--- src/rtl/com_bus_arbiter_pkg.sv ---
// Shared definitions for the common-bus arbiter: state encoding and default sizing.
// Lives next to the cache definitions so wrappers and arbiter agree on bus width.
package com_bus_arbiter_pkg;

  localparam int DEFAULT_NUM_CORES = 4;
  localparam int DEFAULT_OWNER_W   = 2;

  typedef enum logic [1:0] {
    ST_IDLE       = 2'd0,
    ST_PROC       = 2'd1,
    ST_PROC_SNOOP = 2'd2
  } arb_state_t;

endpackage

--- src/rtl/com_bus_arbiter_rr_pick.sv ---
// rr_priority_pick: combinational pick of the first set request at or above ptr,
// wrapping around; ptr tied to 0 turns it into a fixed lowest-index priority pick.
module rr_priority_pick
  import com_bus_arbiter_pkg::*;
#(
  parameter int N     = DEFAULT_NUM_CORES,
  parameter int IDX_W = DEFAULT_OWNER_W
) (
  input  logic [N-1:0]     req,
  input  logic [IDX_W-1:0] ptr,
  output logic [N-1:0]     onehot,
  output logic [IDX_W-1:0] idx,
  output logic             valid
);

  logic [IDX_W-1:0] cand;

  always_comb begin
    onehot = '0;
    idx    = '0;
    valid  = 1'b0;
    cand   = '0;
    for (int i = 0; i < N; i++) begin
      cand = IDX_W'((int'(ptr) + i) % N);
      if (!valid && req[cand]) begin
        valid        = 1'b1;
        idx          = cand;
        onehot[cand] = 1'b1;
      end
    end
  end

endmodule

--- src/rtl/com_bus_arbiter.sv ---
// com_bus_arbiter: round-robin processor grants with nested fixed-priority snoop grants
// and bus-wide invalidation/shared aggregation. Optional watchdog: define ARB_TIMEOUT_EN.
module com_bus_arbiter
  import com_bus_arbiter_pkg::*;
#(
  parameter int NUM_CORES      = DEFAULT_NUM_CORES,
  parameter int OWNER_W        = DEFAULT_OWNER_W,
  parameter int TIMEOUT_CYCLES = 256,
  parameter int CNT_W          = 9
) (
  input  logic                 clk,
  input  logic                 rst,
  input  logic [NUM_CORES-1:0] Com_Bus_Req_proc,
  output logic [NUM_CORES-1:0] Com_Bus_Gnt_proc,
  input  logic [NUM_CORES-1:0] Com_Bus_Req_snoop,
  output logic [NUM_CORES-1:0] Com_Bus_Gnt_snoop,
  input  logic [NUM_CORES-1:0] Invalidation_done,
  input  logic [NUM_CORES-1:0] Shared_local,
  output logic                 All_Invalidation_done,
  output logic                 Shared,
  output logic                 bus_busy,
  output logic [OWNER_W-1:0]   bus_owner,
  output logic                 timeout
);

  if (OWNER_W != $clog2(NUM_CORES)) begin : g_bad_owner_w
    $error("OWNER_W must equal clog2(NUM_CORES)");
  end
  if (CNT_W < $clog2(TIMEOUT_CYCLES + 1)) begin : g_bad_cnt_w
    $error("CNT_W too narrow for TIMEOUT_CYCLES");
  end

  arb_state_t           state, state_nxt;
  logic [OWNER_W-1:0]   owner_q, owner_nxt;
  logic [OWNER_W-1:0]   rr_ptr_q, rr_ptr_nxt;
  logic [NUM_CORES-1:0] snoop_oh_q, snoop_oh_nxt;
  logic [NUM_CORES-1:0] owner_oh;
  logic [OWNER_W-1:0]   ptr_after_owner;
  logic                 timeout_hit;
  logic [NUM_CORES-1:0] blocked_q;

  logic [NUM_CORES-1:0] proc_oh, snoop_pick_oh;
  logic [OWNER_W-1:0]   proc_idx, snoop_idx;
  logic                 proc_valid, snoop_valid;
  logic                 unused_pick;

  assign owner_oh        = NUM_CORES'(1) << owner_q;
  assign ptr_after_owner = (owner_q == OWNER_W'(NUM_CORES - 1)) ? '0 : owner_q + 1'b1;
  assign unused_pick     = ^{proc_oh, snoop_idx};

  rr_priority_pick #(.N(NUM_CORES), .IDX_W(OWNER_W)) u_proc_pick (
    .req    (Com_Bus_Req_proc & ~blocked_q),
    .ptr    (rr_ptr_q),
    .onehot (proc_oh),
    .idx    (proc_idx),
    .valid  (proc_valid)
  );

  // The owner never snoops itself, so its snoop request is masked out of the pick.
  rr_priority_pick #(.N(NUM_CORES), .IDX_W(OWNER_W)) u_snoop_pick (
    .req    (Com_Bus_Req_snoop & ~owner_oh),
    .ptr    ('0),
    .onehot (snoop_pick_oh),
    .idx    (snoop_idx),
    .valid  (snoop_valid)
  );

`ifdef ARB_TIMEOUT_EN
  logic [CNT_W-1:0] wd_cnt;
  logic             timeout_q;

  assign timeout_hit = (state != ST_IDLE) && (wd_cnt == CNT_W'(TIMEOUT_CYCLES - 1));
  assign timeout     = timeout_q;

  // A timed-out owner stays blocked until it drops its request for a cycle.
  always_ff @(posedge clk or posedge rst) begin
    if (rst) begin
      wd_cnt    <= '0;
      timeout_q <= 1'b0;
      blocked_q <= '0;
    end else begin
      timeout_q <= timeout_hit;
      blocked_q <= (blocked_q & Com_Bus_Req_proc) | (timeout_hit ? owner_oh : '0);
      if (state == ST_IDLE || timeout_hit) begin
        wd_cnt <= '0;
      end else begin
        wd_cnt <= wd_cnt + 1'b1;
      end
    end
  end
`else
  assign timeout_hit = 1'b0;
  assign blocked_q   = '0;
  assign timeout     = 1'b0;
`endif

  always_ff @(posedge clk or posedge rst) begin
    if (rst) begin
      state      <= ST_IDLE;
      owner_q    <= '0;
      rr_ptr_q   <= '0;
      snoop_oh_q <= '0;
    end else begin
      state      <= state_nxt;
      owner_q    <= owner_nxt;
      rr_ptr_q   <= rr_ptr_nxt;
      snoop_oh_q <= snoop_oh_nxt;
    end
  end

  // Release beats a simultaneous snoop; an owner release during a snoop waits for it.
  always_comb begin
    state_nxt    = state;
    owner_nxt    = owner_q;
    rr_ptr_nxt   = rr_ptr_q;
    snoop_oh_nxt = snoop_oh_q;
    case (state)
      ST_IDLE: begin
        if (proc_valid) begin
          state_nxt = ST_PROC;
          owner_nxt = proc_idx;
        end
      end
      ST_PROC: begin
        if (timeout_hit || !Com_Bus_Req_proc[owner_q]) begin
          state_nxt  = ST_IDLE;
          rr_ptr_nxt = ptr_after_owner;
        end else if (snoop_valid) begin
          state_nxt    = ST_PROC_SNOOP;
          snoop_oh_nxt = snoop_pick_oh;
        end
      end
      ST_PROC_SNOOP: begin
        if (timeout_hit) begin
          state_nxt  = ST_IDLE;
          rr_ptr_nxt = ptr_after_owner;
        end else if (!(|(Com_Bus_Req_snoop & snoop_oh_q))) begin
          state_nxt = ST_PROC;
        end
      end
      default: state_nxt = ST_IDLE;
    endcase
  end

  always_comb begin
    bus_busy              = (state != ST_IDLE);
    bus_owner             = bus_busy ? owner_q : '0;
    Com_Bus_Gnt_proc      = bus_busy ? owner_oh : '0;
    Com_Bus_Gnt_snoop     = (state == ST_PROC_SNOOP) ? snoop_oh_q : '0;
    All_Invalidation_done = bus_busy && (&(Invalidation_done | owner_oh));
    Shared                = bus_busy && (|(Shared_local & ~owner_oh));
  end

endmodule

--- config.mk ---
export PLATFORM = sky130hd
export DESIGN_NAME = com_bus_arbiter
export DESIGN_NICKNAME = d
export VERILOG_FILES = /design/src/rtl/com_bus_arbiter_pkg.sv /design/src/rtl/com_bus_arbiter_rr_pick.sv /design/src/rtl/com_bus_arbiter.sv
export SDC_FILE = /design/constraint.sdc
export NUM_CORES = 1
export LEC_CHECK = 0
export ABC_AREA = 1
export BUFFER_PORTS_ARGS = -buffer_cell sky130_fd_sc_hd__buf_2
export CAP_MARGIN = 20
export CORE_ASPECT_RATIO = 1.75
export CORE_UTILIZATION = 45
export CTS_CLUSTER_DIAMETER = 100
export DETAILED_ROUTE_END_ITERATION = 6
export PLACE_DENSITY_LB_ADDON = 0.1
export SLEW_MARGIN = 40
export SYNTH_ARGS = -nofsm -noshare
export SYNTH_HDL_FRONTEND = slang
export SYNTH_HIERARCHICAL = 1
export SYNTH_SLANG_ARGS = --single-unit
--- constraint.sdc ---
create_clock -name clk -period 1.75 [get_ports clk]
set_input_delay 0.35 -clock clk [delete_from_list [all_inputs] [get_ports clk]]
set_output_delay 0.35 -clock clk [all_outputs]
set_load 0.01 [all_outputs]
==> summary.txt <==
Final layout
  • Most frequent cells in the layout: nand2_1, buf_2, inv_1
  • Antenna Cells: 0
  • Area growth from synthesis to layout: 40.6%
  • NumNets Final: about 320
  • Final instance area: approximately 0.0020 mm²
  • Commonest non-fill, non-tap cell in the layout: nand2_1
  • Layout cells sized above 1: ~40%
  • Finished Layout Cells: around 340

Worst setup path
  • Crit Path Category: reg -> out
  • Setup slack, reg-to-reg: around 70 ps
  • RR Startpoint: owner_q[0]$_DFFE_PP0P_
  • Critical path capture point type: primary output
  • Reg2Reg Depth: 13
  • Critical path arrival: roughly 1500 ps
  • CP required: roughly 1400 ps
  • Reg2reg end: snoop_oh_q[2]$_DFFE_PP0P_
  • Crit Path Max Fanout: 4
  • Crit start category: flip-flop

CTS
  • CTS clk-pin slew, worst paths: around 50 ps
  • Clock Tree Buf Depth: 2
  • Num CTS Buffers: 3
  • Clk sinks: 10
  • TritonCTS clock tree: done
  • Root buf cell: clkbuf_8
  • H-tree depth: 1
  • Worst-Skew Late Latency: 240 ps

Drt
  • DR iter-0 viols: 31
  • Mean number of vias per cell: 4.80
  • First-pass DRT Iterations: 4
  • Post-route ant nets: 0
  • Via Count: roughly 1.6k
  • Post-route DRC: 0
  • Wire length per cell: approximately 12 µm
  • Post-Route WL: around 3900 µm

Run
  • Maxcap violations: 0

STA
  • Period utilisation layout: 103%
  • Max Freq: about 550 MHz
  • Max Slew Vio Count: 0
  • Hold Fails Final Rpt: 0
  • Clock Skews: between 6 and 7 ps
  • Final setup margin: -53.8 ps
  • Fin crit period: 1800 ps
  • Final setup viols: 2
  • Setup repair after global routing missed its margin: true

Floorplanning
  • Die area: 0.00343 mm²
  • Die span in x: between 40 and 50 µm
  • Starting Density: between 40% and 50%
  • Die Ht: between 70 and 80 µm
  • Row cnt: 26
  • I/O pin count: 32
  • Area of the core: ~0.003 mm²

Placed design
  • Cells after DPL: 330
  • GPL Wtd Cong: a little under 0.8
  • HPWL after DPL: roughly 3200 µm
  • Area post-placement: 0.00186 mm²
  • IO Port Bufs: 30

Yosys
  • Ys Warns: 6
  • Post-synthesis cell count: between 200 and 250
  • Synthesized area: about 0.0014 mm²
  • Syn avg cell area: about 6.3 µm²

Pwr
  • PD cells: approximately 1500 mW/mm²
  • VDD IR max: 0.000799 V
  • Leak: 1.10 nW

Status
  • Violated checks: setup timing
  • Status: finished, violations left

Global route
  • Initial antenna violation count: 0
  • First-pass GRT wire length: between 6000 and 7000 µm
  • Grt ovf: 0
  • GRT Util Overall: 24.6%
  • Largest net degree at the start of global routing: 11
  • Vias in the first global route: approximately 1.6k

Min path
  • Worst hold path type: in -> async
-- repair_timing --
action / 4_1_cts / 5_1_grt
gates resized for setup: 16 / 14
pin swaps: 6 / 9
endpoints found under the hold margin: 0 / 0
hold buffers: 0 / 0
gates cloned: 0 / 0
buffers inserted: 0 / 2
setup endpoints to repair: 7 / 8
-- critical path, stage by stage (launching register included) --
cell	delay [ps]
dfrtp_2	440
buf_6	130
ha_4	160
buf_6	120
inv_4	50
nand2_2	40
a41oi_2	110
buf_2	160
-- flip-flops by register name, indices dropped and copies added, names as in the netlist --
| signal | flops |
|---|---|
| owner_q | 2 |
| rr_ptr_q | 2 |
| snoop_oh_q | 4 |
| state | 2 |
-- worst max path at each step --
stage	end	slack [ps]	start
finish	Shared	-50	owner_q[0]$_DFFE_PP0P_
CTS	All_Invalidation_done	-30	owner_q[1]$_DFFE_PP0P_
global route	Shared	-120	owner_q[0]$_DFFE_PP0P_
detailed placement	snoop_oh_q[3]$_DFFE_PP0P_	-60	owner_q[0]$_DFFE_PP0P_
global placement	snoop_oh_q[0]$_DFFE_PP0P_	-30	owner_q[0]$_DFFE_PP0P_
floorplan	state[0]$_DFFE_PP0P_	-30	owner_q[1]$_DFFE_PP0P_
-- stage by stage --
step | total power, mW | hold slack (ps) | util (%) | setup WS (ps) | setup TNS (ps)
after floorplan | 1.93 | 190 | - | -28.1 | -44.6
after global placement | 2.59 | 341 | 62.1 | -27.6 | -91.2
after detailed placement | 2.61 | 342 | 62.1 | -61.2 | -241
after CTS | 3.01 | 89.0 | 65.4 | -33.8 | -87.0
after global routing | 3.36 | 120 | 67.5 | -124 | -418
final | 3.09 | 72.0 | 67.5 | -53.8 | -101
-- final cells by class --
type                       instances  area, µm²
fill                             301        973
timing repair buffer              50        315
inverter                          38        150
sequential                        10        253
clock buffer                       4       55.1
tap                               42       52.6
multi-input combinational        191       1190
-- layer usage --
layer	track usage, %	part of all wire (%)
met5	0	0
met1	21.1	33
met2	51.9	63
met3	2.82	1.6
met4	7.88	2.0
-- report_power, final --
| group | internal (mW) | total, mW | leakage (nW) | switching [mW] |
|---|---|---|---|---|
| Sequential | 0.336 | 0.450 | 0.124 | 0.114 |
| Clock | 0.198 | 0.293 | 0.0288 | 0.0947 |
| Combinational | 0.991 | 2.35 | 0.952 | 1.36 |
No activity file was read; power rests on OpenSTA's default activity.
